==> config.mk <==
export PLATFORM = sky130hd
export DESIGN_NAME = mem_access_ctrl
export DESIGN_NICKNAME = d
export VERILOG_FILES = /design/src/rtl/mem_access_pkg.sv /design/src/rtl/load_extract.sv /design/src/rtl/mem_access_ctrl.sv
export SDC_FILE = /design/constraint.sdc
export NUM_CORES = 1
export LEC_CHECK = 0
export ABC_AREA = 0
export CAP_MARGIN = 20
export CORE_ASPECT_RATIO = 0.5
export CORE_MARGIN = 3
export CORE_UTILIZATION = 30
export CTS_BUF_LIST = sky130_fd_sc_hd__clkbuf_4 sky130_fd_sc_hd__clkbuf_8
export DETAILED_ROUTE_END_ITERATION = 12
export PLACE_DENSITY_LB_ADDON = 0.25
export REMOVE_ABC_BUFFERS = 1
export SETUP_SLACK_MARGIN = 0.2
export SYNTH_ARGS = -nofsm -noshare
export SYNTH_HDL_FRONTEND = slang
export SYNTH_SLANG_ARGS = --single-unit
==> constraint.sdc <==
create_clock -name clk -period 2.2 [get_ports clk]
set_input_delay 0.44 -clock clk [delete_from_list [all_inputs] [get_ports clk]]
set_output_delay 0.44 -clock clk [all_outputs]
set_load 0.02 [all_outputs]
==> src/rtl/mem_access_pkg.sv <==
// mem_access_pkg: size/state encodings and strobe, lane-replicate and alignment helpers for mem_access_ctrl.
package mem_access_pkg;
   typedef enum logic [1:0] {SZ_BYTE = 2'b00, SZ_HALF = 2'b01, SZ_WORD = 2'b10, SZ_RSVD = 2'b11} size_e;
   typedef enum logic [1:0] {IDLE, ACCESS, RESP} state_e;

   function automatic logic [3:0] strobe(size_e s, logic [1:0] a);
      return s == SZ_BYTE ? 4'b0001 << a : s == SZ_HALF ? 4'b0011 << {a[1], 1'b0} : 4'b1111;
   endfunction

   function automatic logic [31:0] replicate(size_e s, logic [31:0] d);
      return s == SZ_BYTE ? {4{d[7:0]}} : s == SZ_HALF ? {2{d[15:0]}} : d;
   endfunction

   function automatic logic misaligned(size_e s, logic [1:0] a);
      return s == SZ_RSVD || (s == SZ_HALF && a[0]) || (s == SZ_WORD && a != 2'b00);
   endfunction
endpackage

==> src/rtl/load_extract.sv <==
// load_extract: selects the addressed lane of a read word and zero/sign-extends it to 32 bits.
module load_extract
   import mem_access_pkg::*;
(
   input  logic [31:0] rdata,
   input  logic [1:0]  addr,
   input  size_e       size,
   input  logic        sgn,
   output logic [31:0] ext
);
   logic [7:0]  b;
   logic [15:0] h;
   assign b = rdata[{addr, 3'b000} +: 8];
   assign h = addr[1] ? rdata[31:16] : rdata[15:0];
   assign ext = size == SZ_BYTE ? {{24{sgn & b[7]}}, b} :
                size == SZ_HALF ? {{16{sgn & h[15]}}, h} : rdata;
endmodule

==> src/rtl/mem_access_ctrl.sv <==
// mem_access_ctrl: one-at-a-time load/store controller with byte strobes and registered load data.
// Define MEM_TIMEOUT_EN to abort an access with an error after TIMEOUT cycles without mem_ack.
module mem_access_ctrl
   import mem_access_pkg::*;
#(
   parameter int ADDR_W  = 32,
   parameter int TIMEOUT = 15
) (
   input  logic              clk,
   input  logic              rst_n,
   input  logic              req_valid,
   output logic              req_ready,
   input  logic              req_we,
   input  logic [1:0]        req_size,
   input  logic              req_signed,
   input  logic [ADDR_W-1:0] req_addr,
   input  logic [31:0]       req_wdata,
   output logic              mem_en,
   output logic              mem_we,
   output logic [ADDR_W-1:0] mem_addr,
   output logic [3:0]        mem_wstrb,
   output logic [31:0]       mem_wdata,
   input  logic [31:0]       mem_rdata,
   input  logic              mem_ack,
   output logic              rsp_valid,
   output logic              rsp_err,
   output logic [31:0]       rsp_rdata
);
   state_e            state, state_n;
   logic              we_q, sgn_q, err_q, accept, mis, tmo;
   size_e             size_q;
   logic [ADDR_W-1:0] addr_q;
   logic [31:0]       wdata_q, ext;

   assign mis = misaligned(size_e'(req_size), req_addr[1:0]);

   always_comb begin
      state_n = state;
      accept  = 1'b0;
      case (state)
         IDLE: begin
            accept  = req_valid;
            state_n = !req_valid ? IDLE : mis ? RESP : ACCESS;
         end
         ACCESS:  state_n = (mem_ack || tmo) ? RESP : ACCESS;
         default: state_n = IDLE;
      endcase
   end

   always_ff @(posedge clk) begin
      if (!rst_n) begin
         state     <= IDLE;
         we_q      <= 1'b0;
         sgn_q     <= 1'b0;
         err_q     <= 1'b0;
         size_q    <= SZ_BYTE;
         addr_q    <= '0;
         wdata_q   <= '0;
         rsp_rdata <= '0;
      end else begin
         state <= state_n;
         if (accept) begin
            we_q    <= req_we;
            sgn_q   <= req_signed;
            size_q  <= size_e'(req_size);
            addr_q  <= req_addr;
            wdata_q <= req_wdata;
            err_q   <= mis;
         end
         if (tmo) err_q <= 1'b1;
         if (state == ACCESS && mem_ack && !we_q) rsp_rdata <= ext;
      end
   end

`ifdef MEM_TIMEOUT_EN
   localparam int CW = $clog2(TIMEOUT + 1);
   logic [CW-1:0] cnt;
   // Counts un-acked ACCESS cycles; the last allowed one triggers the abort.
   always_ff @(posedge clk) begin
      if (!rst_n || state != ACCESS) cnt <= '0;
      else if (!mem_ack) cnt <= cnt + 1'b1;
   end
   assign tmo = state == ACCESS && !mem_ack && cnt == CW'(TIMEOUT - 1);
`else
   assign tmo = 1'b0;
`endif

   load_extract u_extract (
      .rdata(mem_rdata),
      .addr (addr_q[1:0]),
      .size (size_q),
      .sgn  (sgn_q),
      .ext  (ext)
   );

   assign req_ready = state == IDLE;
   assign mem_en    = state == ACCESS;
   assign mem_we    = mem_en & we_q;
   assign mem_addr  = {addr_q[ADDR_W-1:2], 2'b00};
   assign mem_wstrb = mem_we ? strobe(size_q, addr_q[1:0]) : 4'b0000;
   assign mem_wdata = replicate(size_q, wdata_q);
   assign rsp_valid = state == RESP;
   assign rsp_err   = rsp_valid & err_q;
endmodule

# ---- Word level (Yosys, flattened, before mapping)
# Index checks and enable logic that the tools add are counted.
dict set report op_classes {
  reduce_logical 10
  mux 13
  shifts 3
  eq_ne 6
  bitwise_logic 4
}
# op n
set ops {}
lappend ops {{2-to-1 mux 32 bit} 4}
lappend ops {{variable part select 32 x 6 -> 8 bit} 1}
lappend ops {{2-to-1 mux 16 bit} 1}
lappend ops {{2-to-1 mux 4 bit} 3}
lappend ops {{equality test 2 x 1 -> 1 bit (second input constant)} 3}
lappend ops {{equality test 2 bit (second input constant)} 3}
lappend ops {{2-to-1 mux 2 bit} 3}
lappend ops {{AND 1 bit} 4}
lappend ops {{logical AND 1 bit} 4}
lappend ops {{zero test 2 bit} 2}
lappend ops {{case mux 2 bit (2 select lines)} 1}
lappend ops {{<< shifter 1 x 2 -> 4 bit (first input constant)} 1}
lappend ops {{<< shifter 2 x 2 -> 4 bit (first input constant)} 1}
lappend ops {{logical OR 1 bit} 2}
lappend ops {{nonzero test 2 bit} 1}
lappend ops {{zero test 1 bit} 1}
lappend ops {{2-to-1 mux 1 bit} 1}
dict set report totals {
  out_inout_bits 105
  reg_bits 103
  wordCells 44
  input_bits 104
}

# ---- Depth between registers and ports, before layout
dict set report logic_depth {
  depth_word 7
  mapped_depth 7
  depth_no_buf 3
}

# ---- Modules after synthesis
# From an unflattened synthesis, not the netlist that was laid out.
dict set report unflattened {
  hier_cells 689
  area_unflattened_um2 5527.8
}
# mod area_per_inst_um2 seq_area_each_um2 instances cells_each
set modules_own_cells {}
lappend modules_own_cells {mem_access_ctrl 4588.2 2062.0 1 554}
lappend modules_own_cells {load_extract 939.7 0.0 1 135}

# ---- Worst setup path before layout
# No wires, ideal clock.
dict set report synth_timing {
  path_kind {flip-flop to output port}
  from {reg size_q[0]}
  to {out mem_wdata[24]}
  path_buffers 2
  path_stages_with_launch 5
  slack_ps 312
  arrival_time_ps 1448
  required_ps 1760
  path_cell_list {dfxtp_1 > clkbuf_1 > buf_2 > mux2i_1 > o21ai_0}
}
dict set report synth_via {
  elab_chain_cells 3
  elab_cells_between_ends 4
  cone_classes {1 x eq/ne; 2 x mux; 1 x reduce/logical}
}
# item line
set synth_rtl {}
lappend synth_rtl {{from (decl)} mem_access_ctrl.sv:31} ;# size_e size_q;
lappend synth_rtl {{from (signal assigned)} mem_access_ctrl.sv:65} ;# size_q <= size_e'(req_size);
lappend synth_rtl {{equality test 2 x 1 -> 1 bit} mem_access_pkg.sv:11} ;# return s == SZ_BYTE ? {4{d[7:0]}} : s == SZ_HALF ? {2{d[15:0]}} : d;
lappend synth_rtl {{2-to-1 mux 32 bit} mem_access_pkg.sv:11}
lappend synth_rtl {{2-to-1 mux 32 bit *} mem_access_pkg.sv:11}
lappend synth_rtl {{to (decl)} mem_access_ctrl.sv:22} ;# output logic [31:0] mem_wdata,
# Every way passes the cells marked *; elsewhere a longest branch is shown, timed or not.

# ---- Worst setup path in the final report
dict set report layout_timing {
  from {reg size_q[1]}
  to {out mem_wdata[20]}
}
# The elaborated chain is that of the path after synthesis.

==> out/metrics.yaml <==
wirelength_mm: 16.27
antenna_found_initial: 0
grt_pass1_wl_mm: 25.38
hold_violations: 0
synthCells: 623
clock-sinks: 103
power_leakage_nw: 2.831
grt_overflow: 0
synthTopCellsByArea: "dfxtp_1, nand2_1, a21boi_0"
h-tree-depth: 3
stdcell_area_mm2: 0.007467
fmax_ghz: 0.5047
avgSynthCellArea_um2: 8.317
hpwl_mm: 10.74
critPathKind: "reg -> out"
cts_inserted_buffers: 9
setup.worst_path.end_class: "primary output"
ir_drop_v: 0.0003358
ys_types: 40
drt_iter0_drc: 252
pin_count: 209
cts_tree: "yes"
cts-root-buf: "clkbuf_8"
grt_pass1_vias: 4705
viasPerCell: 4.777
die_w_um: 191.9
fp.coreArea_mm2: 0.01664
route.detailed.drc: 0
clk_transition_reported_paths_ps: 100
rsz0062_at_grt: "true"
hold_buffers: 0
fp-row-count: 33
start_kind: "flop"
port_buffers: 206
setup_viol: 0
period_needed_ps: 1981
via_count: 4806
required_ps: 1760
initial_core_util_pct: 31.14
crit_fanout: 12
final_util_pct: 44.88
yosysSeqAreaShare_pct: 39.80
insertion_delay_ps: 380
antenna_cells: 0
synth_top_area_share_pct: 39.80
grt_max_degree: 70
yosys_register_bits: 103
period_share_pct: 90.06
yosysTopAreaCell: "dfxtp_1"
arrival_ps: 1540
slew_viol_final: 0
die_h_um: 98.93
hold_path_class: "reg -> reg"
yosysWarnings: 0
fin_hold_ws_ps: 465.4
clock_skew_ps: 11.09
num-nets-final: 879
wl_per_cell_um: 16.17
synth_area_mm2: 0.005181
drive_gt1_share_pct: 14.89
worst_slew_pin_slew_ps: 591.1
dieArea_mm2: 0.01898
p_per_area_mw_per_mm2: 590.6
postRouteAntennaNets: 0
drv_cap: 0
gp_congestion: 0.7514
syn_to_final_growth_pct: 44.12
firstDrtPassIters: 4
dpl_cell_area_mm2: 0.007223
globalRouteTotalUtil_pct: 16.69
status: "finished clean"
max-slew-margin-rel_pct: 60.59
clock_path_buffers: 2
[metal layers]
layer / share of wire [%] / track usage [%]
met1: 45 / 20.78
met2: 46 / 27.73
met3: 7.2 / 5.935
met4: 1.5 / 4.000
met5: 0 / 0
[cell usage after synthesis]
cell type,instances
mux2_2,24
a221oi_1,7
a21boi_0,66
clkbuf_1,38
nand2_1,155
dfxtp_1,103
nand2b_1,1
nand4b_1,1
nor4bb_1,1
a31o_2,1
and2_1,1
o22ai_1,1
nand4_1,1
mux2i_1,9
a21boi_1,2
a21oi_1,27
o21ai_1,2
nand4bb_1,1
buf_6,1
o21a_1,1
buf_4,42
nor3b_2,1
nor2_1,4
nor3b_1,1
mux4_1,1
o21ai_0,50
conb_1,1
nor2b_1,11
buf_1,1
nand3_1,1
a31oi_2,10
buf_2,10
or3b_1,1
a31oi_1,24
or4b_1,1
and3b_1,15
nor2_2,1
inv_1,3
a31oi_4,1
and4bb_2,1
[cell type report]
cell class	count	area, µm²
fill	1692	9173
multi-input combinational	426	2643
timing repair buffer	232	2271
sequential	103	2071
tap	227	284.0
clock buffer	13	172.7
clock inverter	2	15.01
inverter	3	11.26
[power breakdown]
part	internal (mW)	switching (mW)
logic	0.582	0.581
clock network	0.513	0.672
registers	1.98	0.0811
[final timing paths]
kind	from	end	slack, ps	depth (start not counted)
hold / removal	addr_q[14]	addr_q[14]	470	2
setup / recovery	size_q[1]	mem_wdata[20]	220	4
setup reg to reg	addr_q[1]	rsp_rdata[16]	400	5
hold reg to reg	addr_q[14]	addr_q[14]	470	2
[layout by cell type, fill, tap and decap left out, drive strengths merged, types with 2 or more instances in the layout]
cell type / Yosys / layout
clkdlybuf4s50: 0 / 172
nand2: 155 / 155
dfxtp: 103 / 103
a21boi: 68 / 68
o21ai: 52 / 52
buf: 54 / 48
a31oi: 35 / 35
a21oi: 27 / 27
mux2: 24 / 24
clkbuf: 38 / 17
and3b: 15 / 15
nor2b: 11 / 11
mux2i: 9 / 9
a221oi: 7 / 7
dlygate4sd2: 0 / 5
nor2: 5 / 5
inv: 3 / 3
clkdlybuf4s15: 0 / 3
conb: 1 / 2
clkinvlp: 0 / 2
nor3b: 2 / 2
[through the flow]
stage / setup slack [ps] / power (mW) / cells / setup TNS (ps)
6_report: 218.7 / 4.410 / 1006 / 0
4_1_cts: 127.4 / 4.458 / 1005 / 0
2_1_floorplan: -629.8 / 2.616 / 532 / -47470
5_1_grt: 142.4 / 4.650 / 1006 / 0
3_5_place_dp: 77.87 / 3.261 / 985 / 0
3_3_place_gp: 114.2 / 3.248 / 985 / 0
[critical path, cell delays in order, from the launching register on]
cell     delay [ps]
dfxtp_4         410
buf_4           130
buf_8           130
mux2_2          330
buf_2           160
[cells by family after synthesis]
kind of cell / share of synthesized area [%]
compound gates: 24.83
buf+inv: 10.31
flops: 39.80
mux: 7.462
other cells: 0.07238
simple gates: 17.53
[timing repair]
action | in CTS | in global routing
gates resized for setup | 114 | 44
endpoints found under the setup margin | 33 | 26
buffers inserted | 5 | 1
pin swaps | 0 | 1
[registers in the layout, summed over array words and instances (netlist names)]
name       count
rsp_rdata     32
size_q         2
we_q           1
sgn_q          1
err_q          1
addr_q        32
state          2
wdata_q       32
Note: power is estimated with default switching activity, not from simulation.
